--- src/rtl/pwm_note_sequencer_n.sv ---
// pwm_note_sequencer_n
// Programmable note sequencer feeding the PWM/NCO synth voice. A writable step
// RAM holds {note, length} pairs that are played in order. Each note code maps to
// a 32-bit phase delta. A hold/linear-decay envelope restarts on every note.
//
// Note codes (6 bit):
//   0       rest (NOTE_RST), phase delta 0
//   1..60   C4..B8 in semitone order: code-1 = semitone + 12*(octave-4)
//   61..63  unused, treated as rest
// Phase deltas assume a 25 MHz NCO clock: delta = f * 2^32 / 25e6. Octave 4 is
// stored in a table, and each higher octave doubles the delta.
//
// Ports:
//   i_clk, i_rst_n                    clock, async active-low reset
//   i_wr_en/addr/note/len             step RAM write port
//   i_num_steps                       index of the last step played (clamped)
//   i_loop                            wrap to step 0 after the last step
//   i_start, i_stop                   start pulse (restarts in PLAY), stop pulse (wins)
//   o_busy                            high while playing
//   o_step                            current step index
//   o_new_note                        1-cycle pulse when a note starts
//   o_top, o_top_valid                constant PWM top value
//   o_phase_delta                     phase delta of the current note
//   o_envelope                        current envelope level
module pwm_note_sequencer_n #(
    parameter int          NUM_STEPS       = 16,
    parameter int          LEN_W           = 5,
    parameter int          CLOCKS_PER_TICK = 415_667,
    parameter int          ENV_W           = 9,
    parameter int          ENV_PEAK        = 14,
    parameter int          ENV_HOLD        = 7,
    parameter int          ENV_DECAY       = 12,
    parameter logic [7:0]  TOP             = 8'hff,
    localparam int         AW              = $clog2(NUM_STEPS)
) (
    input  logic              i_clk,
    input  logic              i_rst_n,
    input  logic              i_wr_en,
    input  logic [AW-1:0]     i_wr_addr,
    input  logic [5:0]        i_wr_note,
    input  logic [LEN_W-1:0]  i_wr_len,
    input  logic [AW-1:0]     i_num_steps,
    input  logic              i_loop,
    input  logic              i_start,
    input  logic              i_stop,
    output logic              o_busy,
    output logic [AW-1:0]     o_step,
    output logic              o_new_note,
    output logic [7:0]        o_top,
    output logic              o_top_valid,
    output logic [31:0]       o_phase_delta,
    output logic [ENV_W-1:0]  o_envelope
);

    localparam logic [5:0]    NOTE_RST = 6'd0;
    localparam int            CW       = (CLOCKS_PER_TICK > 1) ? $clog2(CLOCKS_PER_TICK) : 1;
    localparam logic [CW-1:0] CNT_LAST = CW'(CLOCKS_PER_TICK - 1);
    localparam logic [AW-1:0] IDX_LAST = AW'(NUM_STEPS - 1);

    typedef enum logic {S_IDLE = 1'b0, S_PLAY = 1'b1} state_t;

    function automatic logic [31:0] note_delta(input logic [5:0] code);
        logic [5:0]  idx;
        logic [5:0]  rem;
        logic [2:0]  oct;
        logic [31:0] base;
        if (code == NOTE_RST || code > 6'd60) return 32'd0;
        idx = code - 6'd1;
        if      (idx >= 6'd48) begin oct = 3'd4; rem = idx - 6'd48; end
        else if (idx >= 6'd36) begin oct = 3'd3; rem = idx - 6'd36; end
        else if (idx >= 6'd24) begin oct = 3'd2; rem = idx - 6'd24; end
        else if (idx >= 6'd12) begin oct = 3'd1; rem = idx - 6'd12; end
        else                   begin oct = 3'd0; rem = idx;         end
        case (rem[3:0])
            4'd0:    base = 32'd44948;  // C4
            4'd1:    base = 32'd47620;
            4'd2:    base = 32'd50452;
            4'd3:    base = 32'd53452;
            4'd4:    base = 32'd56630;
            4'd5:    base = 32'd59997;
            4'd6:    base = 32'd63565;
            4'd7:    base = 32'd67344;
            4'd8:    base = 32'd71349;
            4'd9:    base = 32'd75591;  // A4
            4'd10:   base = 32'd80086;
            default: base = 32'd84849;  // B4
        endcase
        return base << oct;
    endfunction

    // Step RAM, not reset
    logic [5+LEN_W:0]   r_ram [NUM_STEPS];

    state_t             r_state, w_state_nx;
    logic [AW-1:0]      r_step;
    logic [5:0]         r_note;
    logic [LEN_W-1:0]   r_len;
    logic [CW-1:0]      r_clk_cnt;
    logic [LEN_W-1:0]   r_tick;
    logic [ENV_W-1:0]   r_env;
    logic               r_new_note;

    logic               w_tick;
    logic               w_note_end;
    logic [AW-1:0]      w_last;
    logic               w_load;
    logic [AW-1:0]      w_load_addr;
    logic [5+LEN_W:0]   w_rd;
    logic [5:0]         w_rd_note;
    logic [LEN_W-1:0]   w_rd_len;

    always_ff @(posedge i_clk) begin
        if (i_wr_en && int'(i_wr_addr) < NUM_STEPS)
            r_ram[i_wr_addr] <= {i_wr_note, i_wr_len};
    end

    // Same-cycle write to the step being loaded bypasses the array so the new data is used
    assign w_rd      = (i_wr_en && i_wr_addr == w_load_addr) ? {i_wr_note, i_wr_len}
                                                             : r_ram[w_load_addr];
    assign w_rd_note = w_rd[5+LEN_W:LEN_W];
    assign w_rd_len  = w_rd[LEN_W-1:0];

    assign w_last     = (i_num_steps > IDX_LAST) ? IDX_LAST : i_num_steps;
    assign w_tick     = (r_clk_cnt == CNT_LAST);
    assign w_note_end = (r_state == S_PLAY) && w_tick && (r_tick == r_len);

    always_ff @(posedge i_clk or negedge i_rst_n) begin
        if (!i_rst_n) r_state <= S_IDLE;
        else          r_state <= w_state_nx;
    end

    always_comb begin
        w_state_nx  = r_state;
        w_load      = 1'b0;
        w_load_addr = '0;
        case (r_state)
            S_IDLE: begin
                if (i_start && !i_stop) begin
                    w_state_nx = S_PLAY;
                    w_load     = 1'b1;
                end
            end
            S_PLAY: begin
                if (i_stop) begin
                    w_state_nx = S_IDLE;
                end else if (i_start) begin
                    w_load = 1'b1;
                end else if (w_note_end) begin
                    if (r_step != w_last) begin
                        w_load      = 1'b1;
                        w_load_addr = r_step + 1'b1;
                    end else if (i_loop) begin
                        w_load = 1'b1;
                    end else begin
                        w_state_nx = S_IDLE;
                    end
                end
            end
            default: w_state_nx = S_IDLE;
        endcase
    end

    always_ff @(posedge i_clk or negedge i_rst_n) begin
        if (!i_rst_n) begin
            r_step     <= '0;
            r_note     <= NOTE_RST;
            r_len      <= '0;
            r_clk_cnt  <= '0;
            r_tick     <= '0;
            r_env      <= '0;
            r_new_note <= 1'b0;
        end else begin
            r_new_note <= w_load;
            if (w_load) begin
                r_step    <= w_load_addr;
                r_note    <= w_rd_note;
                r_len     <= w_rd_len;
                r_clk_cnt <= '0;
                r_tick    <= '0;
                r_env     <= (w_rd_note == NOTE_RST) ? '0 : ENV_W'(ENV_PEAK);
            end else if (w_state_nx == S_IDLE) begin
                r_note    <= NOTE_RST;
                r_clk_cnt <= '0;
                r_tick    <= '0;
                r_env     <= '0;
            end else if (w_tick) begin
                r_clk_cnt <= '0;
                r_tick    <= r_tick + 1'b1;
                // Decay starts on entry to tick ENV_HOLD and saturates at 0
                if (int'(r_tick) + 1 >= ENV_HOLD)
                    r_env <= (r_env > ENV_W'(ENV_DECAY)) ? r_env - ENV_W'(ENV_DECAY) : '0;
            end else begin
                r_clk_cnt <= r_clk_cnt + 1'b1;
            end
        end
    end

    assign o_busy        = (r_state == S_PLAY);
    assign o_step        = r_step;
    assign o_new_note    = r_new_note;
    assign o_top         = TOP;
    assign o_top_valid   = 1'b1;
    assign o_phase_delta = note_delta(r_note);
    assign o_envelope    = (r_state == S_PLAY && r_note != NOTE_RST) ? r_env : '0;

endmodule
--- config.mk ---
export PLATFORM = sky130hd
export DESIGN_NAME = pwm_note_sequencer_n
export DESIGN_NICKNAME = d
export VERILOG_FILES = /design/src/rtl/pwm_note_sequencer_n.sv
export SDC_FILE = /design/constraint.sdc
export NUM_CORES = 1
export LEC_CHECK = 0
export ABC_AREA = 0
export CAP_MARGIN = 20
export CORE_ASPECT_RATIO = 0.7
export CORE_UTILIZATION = 65
export CTS_BUF_LIST = sky130_fd_sc_hd__clkbuf_2 sky130_fd_sc_hd__clkbuf_4 sky130_fd_sc_hd__clkbuf_8
export DETAILED_ROUTE_END_ITERATION = 10
export GPL_TIMING_DRIVEN = 0
export HOLD_SLACK_MARGIN = 0.08
export PLACE_DENSITY = 0.88
export SYNTH_ARGS = -nofsm -noshare
export SYNTH_HDL_FRONTEND = slang
export SYNTH_SLANG_ARGS = --single-unit
--- constraint.sdc ---
create_clock -name i_clk -period 9.25 [get_ports i_clk]
set_input_delay 1.85 -clock i_clk [delete_from_list [all_inputs] [get_ports i_clk]]
set_output_delay 1.85 -clock i_clk [all_outputs]
set_load 0.005 [all_outputs]
==> impl_metrics.py <==
metrics = {
    "outcome": {
        "status": "finished, final reports clean",
    },
    "timing": {
        "final-hold-violation-count": 0,
        "setup_violations": 0,
        "whs_ps": 528,
        "max_freq_mhz": 119,
        "min_period_over_period_pct": 91.0,
        "clock_skew_ps": 22.6,
        "drv_slew": 0,
        "tns_ps": 0,
        "layout_min_cycle_time_ps": 8410,
        "tightest_slew_ps": 1170,
        "slew_headroom_pct": 21.5,
        "layout_setup_ws_ps": 837,
        "rsz0062_at_grt": "false",
    },
    "power_and_ir_drop": {
        "power_leakage_nw": 4.69,
        "power.internal_mw": 1.78,
        "p_seq_share_pct": 45.5,
        "powerDensity_nw_per_um2": 183,
        "ir_drop_v": 0.000141,
        "switching_share_pct": 28.0,
        "power_frac_comb_pct": 21.0,
        "power_mw": 2.48,
        "power_switching_uw": 694,
        "power.share.clock_pct": 33.6,
    },
    "setup_path": {
        "path_max_fanout": 10,
        "critPathArrivalTime_ps": 6560,
        "rr_worst_depth": 11,
        "startpoint_type": "flip-flop",
        "path_class": "reg2out",
        "slowest_delay_ps": 730,
        "worstPathRequired_ps": 7400,
        "crit_slowest_cell": "a21boi_0",
        "cp_common_cell": "ha_1",
        "critical-path-top-delay-family": "buffers and inverters",
        "r2r_start": "o_step[0]$_DFFE_PN0P_",
        "end_kind": "output pin",
        "crit_chain": "clkbuf_1, inv_1, ha_1, xor2_1, clkinv_1, ha_1, a21boi_0, nor2_1, mux2i_4, xnor2_4, inv_4, ha_1, nand3_1, a21boi_0, o32ai_2, o221ai_1, a21oi_1, clkdlybuf4s50_1",
        "critPathBufInv": 5,
        "r2r_setup_slack_ps": 4810,
        "rr_endpoint": "r_env[2]$_DFFE_PN0P_",
    },
    "floorplanning": {
        "num_rows": 40,
        "die_height_um": 114,
        "die_width_um": 163,
        "design.die.area_um2": 18600,
        "start_util_pct": 67.4,
        "num_io_pins": 81,
        "core_area_um2": 17400,
    },
    "grt": {
        "grt_usage_pct": 36.4,
        "grt_pass1_vias": 8798,
        "grt_first_pass_wirelength_um": 50200,
        "grtUsageMet2_pct": 51.5,
        "use_met3_pct": 10.3,
        "grt_max_degree": 38,
        "grt_most_used_layer": "met1",
        "antenna_found_initial": 0,
        "gr-total-overflow": 0,
        "met1_usage_pct": 55.2,
    },
    "synthesis": {
        "ys_seq_area_share_pct": 55.5,
        "netlist_top_cells_count": "edfxtp_1, nor2_1, mux2i_1, a21oi_1, nand2_1",
        "yosys.area_share.xor_xnor_pct": 3.22,
        "ys_types": 96,
        "yosys.area.top_type_share_pct": 45.0,
        "synth-compound-area-share_pct": 14.9,
        "syn_area_um2": 11700,
        "synth_edf_count": 176,
        "synthFlopType": "edfxtp_1",
        "yosys.area.top_type": "edfxtp_1",
        "synth_top_family_by_area": "compound AO/OA/AOI/OAI gates",
        "synth_fa_ha_area_share_pct": 1.79,
        "async_flop_share_pct": 21.8,
        "synthTopCellsByArea": "edfxtp_1, dfrtp_1, mux2i_1, nor2_1, a211oi_1",
        "syn_area_per_cell_um2": 11.7,
        "synth_cells": 1000,
        "ys_warn_count": 0,
        "synth.most_common_cell": "edfxtp_1",
        "synth-simple-area-share_pct": 12.5,
        "ys_ff_latch": 225,
        "synthMuxAreaShare_pct": 8.20,
    },
    "clock_network": {
        "worstSkewPairLatency_ps": 520,
        "cts-resized-gates": 0,
        "cts-root-buf": "clkbuf_8",
        "path_clk_slew_ps": 60,
        "post_cts_buffers": 0,
        "clock_path_buffers": 3,
        "htree_num_levels": 2,
        "cts_sinks": 225,
        "ctsHoldBuffers": 0,
        "cts_buffers": 34,
        "tritoncts": "done",
    },
    "finish": {
        "fin_cells": 1382,
        "diodes": 0,
        "drive_above_1_share_pct": 13.4,
        "area_growth_pct": 15.3,
        "design.final.nets": 1171,
        "fillers": 1126,
    },
    "place": {
        "io_buffers": 59,
        "dp_slack_ps": 1560,
        "place_congestion": 0.961,
        "hpwl_um": 23700,
        "dp.cells": 1325,
    },
    "detailed_routing": {
        "drtIter0Drc": 1523,
        "drc": 0,
        "vias": 9412,
        "viasPerCell": 6.81,
        "routed_wl_um": 33200,
        "post_drt_wl_per_cell_um": 24.0,
        "ant_nets": 0,
        "firstDrtPassIters": 8,
    },
    "hold_path": {
        "worstHoldStart": "r_clk_cnt[0]$_DFF_PN0_",
        "hold_class": "reg2reg",
        "whs_path_depth": 1,
        "min_to": "r_clk_cnt[0]$_DFF_PN0_",
    },
    "flow_run": {
        "drv_cap": 0,
    },
}
-- worst max path at each step --
stage | from | slack (ps) | endpoint | depth (start not counted)
detailed placement | r_note[0]$_DFFE_PN0N_ | 1560 | o_phase_delta[13] | 18
global route | r_note[0]$_DFFE_PN0N_ | 440 | o_phase_delta[13] | 18
finish | r_note[0]$_DFFE_PN0N_ | 840 | o_phase_delta[13] | 18
global placement | r_note[0]$_DFFE_PN0N_ | 1530 | o_phase_delta[13] | 18
floorplan | r_note[0]$_DFFE_PN0N_ | 3310 | o_phase_delta[13] | 17
CTS | r_note[0]$_DFFE_PN0N_ | 1020 | o_phase_delta[13] | 18
-- routing by layer --
| layer | part of all wire [%] | up-vias | wire [um] |
|---|---|---|---|
| li1 | - | 4026 | - |
| met1 | 41 | 4525 | 13700 |
| met2 | 42 | 750 | 13800 |
| met3 | 15 | 111 | 4860 |
| met4 | 2.4 | 0 | 795 |
| met5 | 0 | - | 0 |
-- state kept, by name, indices dropped and copies added (netlist names) --
register,count
r_ram,176
r_clk_cnt,19
r_env,8
r_note,6
r_len,5
r_tick,5
o_step,4
o_busy,1
o_new_note,1
-- power by group through the flow --
stage | logic, mW | clock network [mW] | registers (mW)
after floorplan | 0.304 | 0 | 1.14
after global placement | 0.494 | 0 | 1.14
after detailed placement | 0.497 | 0 | 1.15
after CTS | 0.501 | 0.828 | 1.13
after global routing | 0.551 | 0.879 | 1.13
final | 0.519 | 0.832 | 1.13
-- through the flow --
| step | utilization [%] | instance area (um^2) |
|---|---|---|
| 6_report | 77.7 | 13500 |
| 5_1_grt | 77.7 | 13500 |
| 4_1_cts | 77.7 | 13500 |
| 3_5_place_dp | 73.8 | 12900 |
| 3_3_place_gp | 72.9 | 12700 |
| 2_1_floorplan | - | 11800 |
-- area by class of cell --
class	count	area (um^2)	area share, %
multi-input cells	703	4840	35.8
plain buffers	70	374	2.76
clock inverters	6	52.6	0.388
well taps	231	289	2.14
repair buffers	75	756	5.58
clock buffers	51	627	4.63
flip-flops and latches	225	6510	48.1
inverters	21	81.3	0.601
-- placed cells by master (no fill, tap or decap), types with 10 or more instances in the layout --
| master | netlist | routed |
|---|---|---|
| edfxtp_1 | 176 | 176 |
| nor2_1 | 86 | 86 |
| mux2i_1 | 80 | 80 |
| clkdlybuf4s50_1 | 0 | 58 |
| nand2_1 | 56 | 56 |
| a21oi_1 | 56 | 56 |
| dfrtp_1 | 49 | 49 |
| o21ai_0 | 41 | 41 |
| a211oi_1 | 41 | 41 |
| clkbuf_8 | 0 | 39 |
| nand3_1 | 30 | 30 |
| buf_4 | 24 | 29 |
| clkbuf_1 | 25 | 25 |
| nor3_1 | 24 | 24 |
| xor2_1 | 21 | 21 |
| conb_1 | 2 | 21 |
| inv_1 | 17 | 17 |
| buf_2 | 15 | 16 |
| ha_1 | 16 | 16 |
| nand4_1 | 15 | 15 |
| xnor2_1 | 14 | 14 |
| and2_1 | 13 | 13 |
| clkbuf_4 | 0 | 12 |
| a31oi_1 | 11 | 11 |
| a21boi_0 | 11 | 11 |
| buf_6 | 0 | 10 |
-- kinds of logic after synthesis --
family,after synthesis
xor gates and xnor gates,38
AOI/OAI and AO/OA,251
other,2
DFF,225
adders and majority gates,17
and+or+nand+nor,287
buffers and inverters,91
muxes,89
Power figures use the tool's default switching activity.
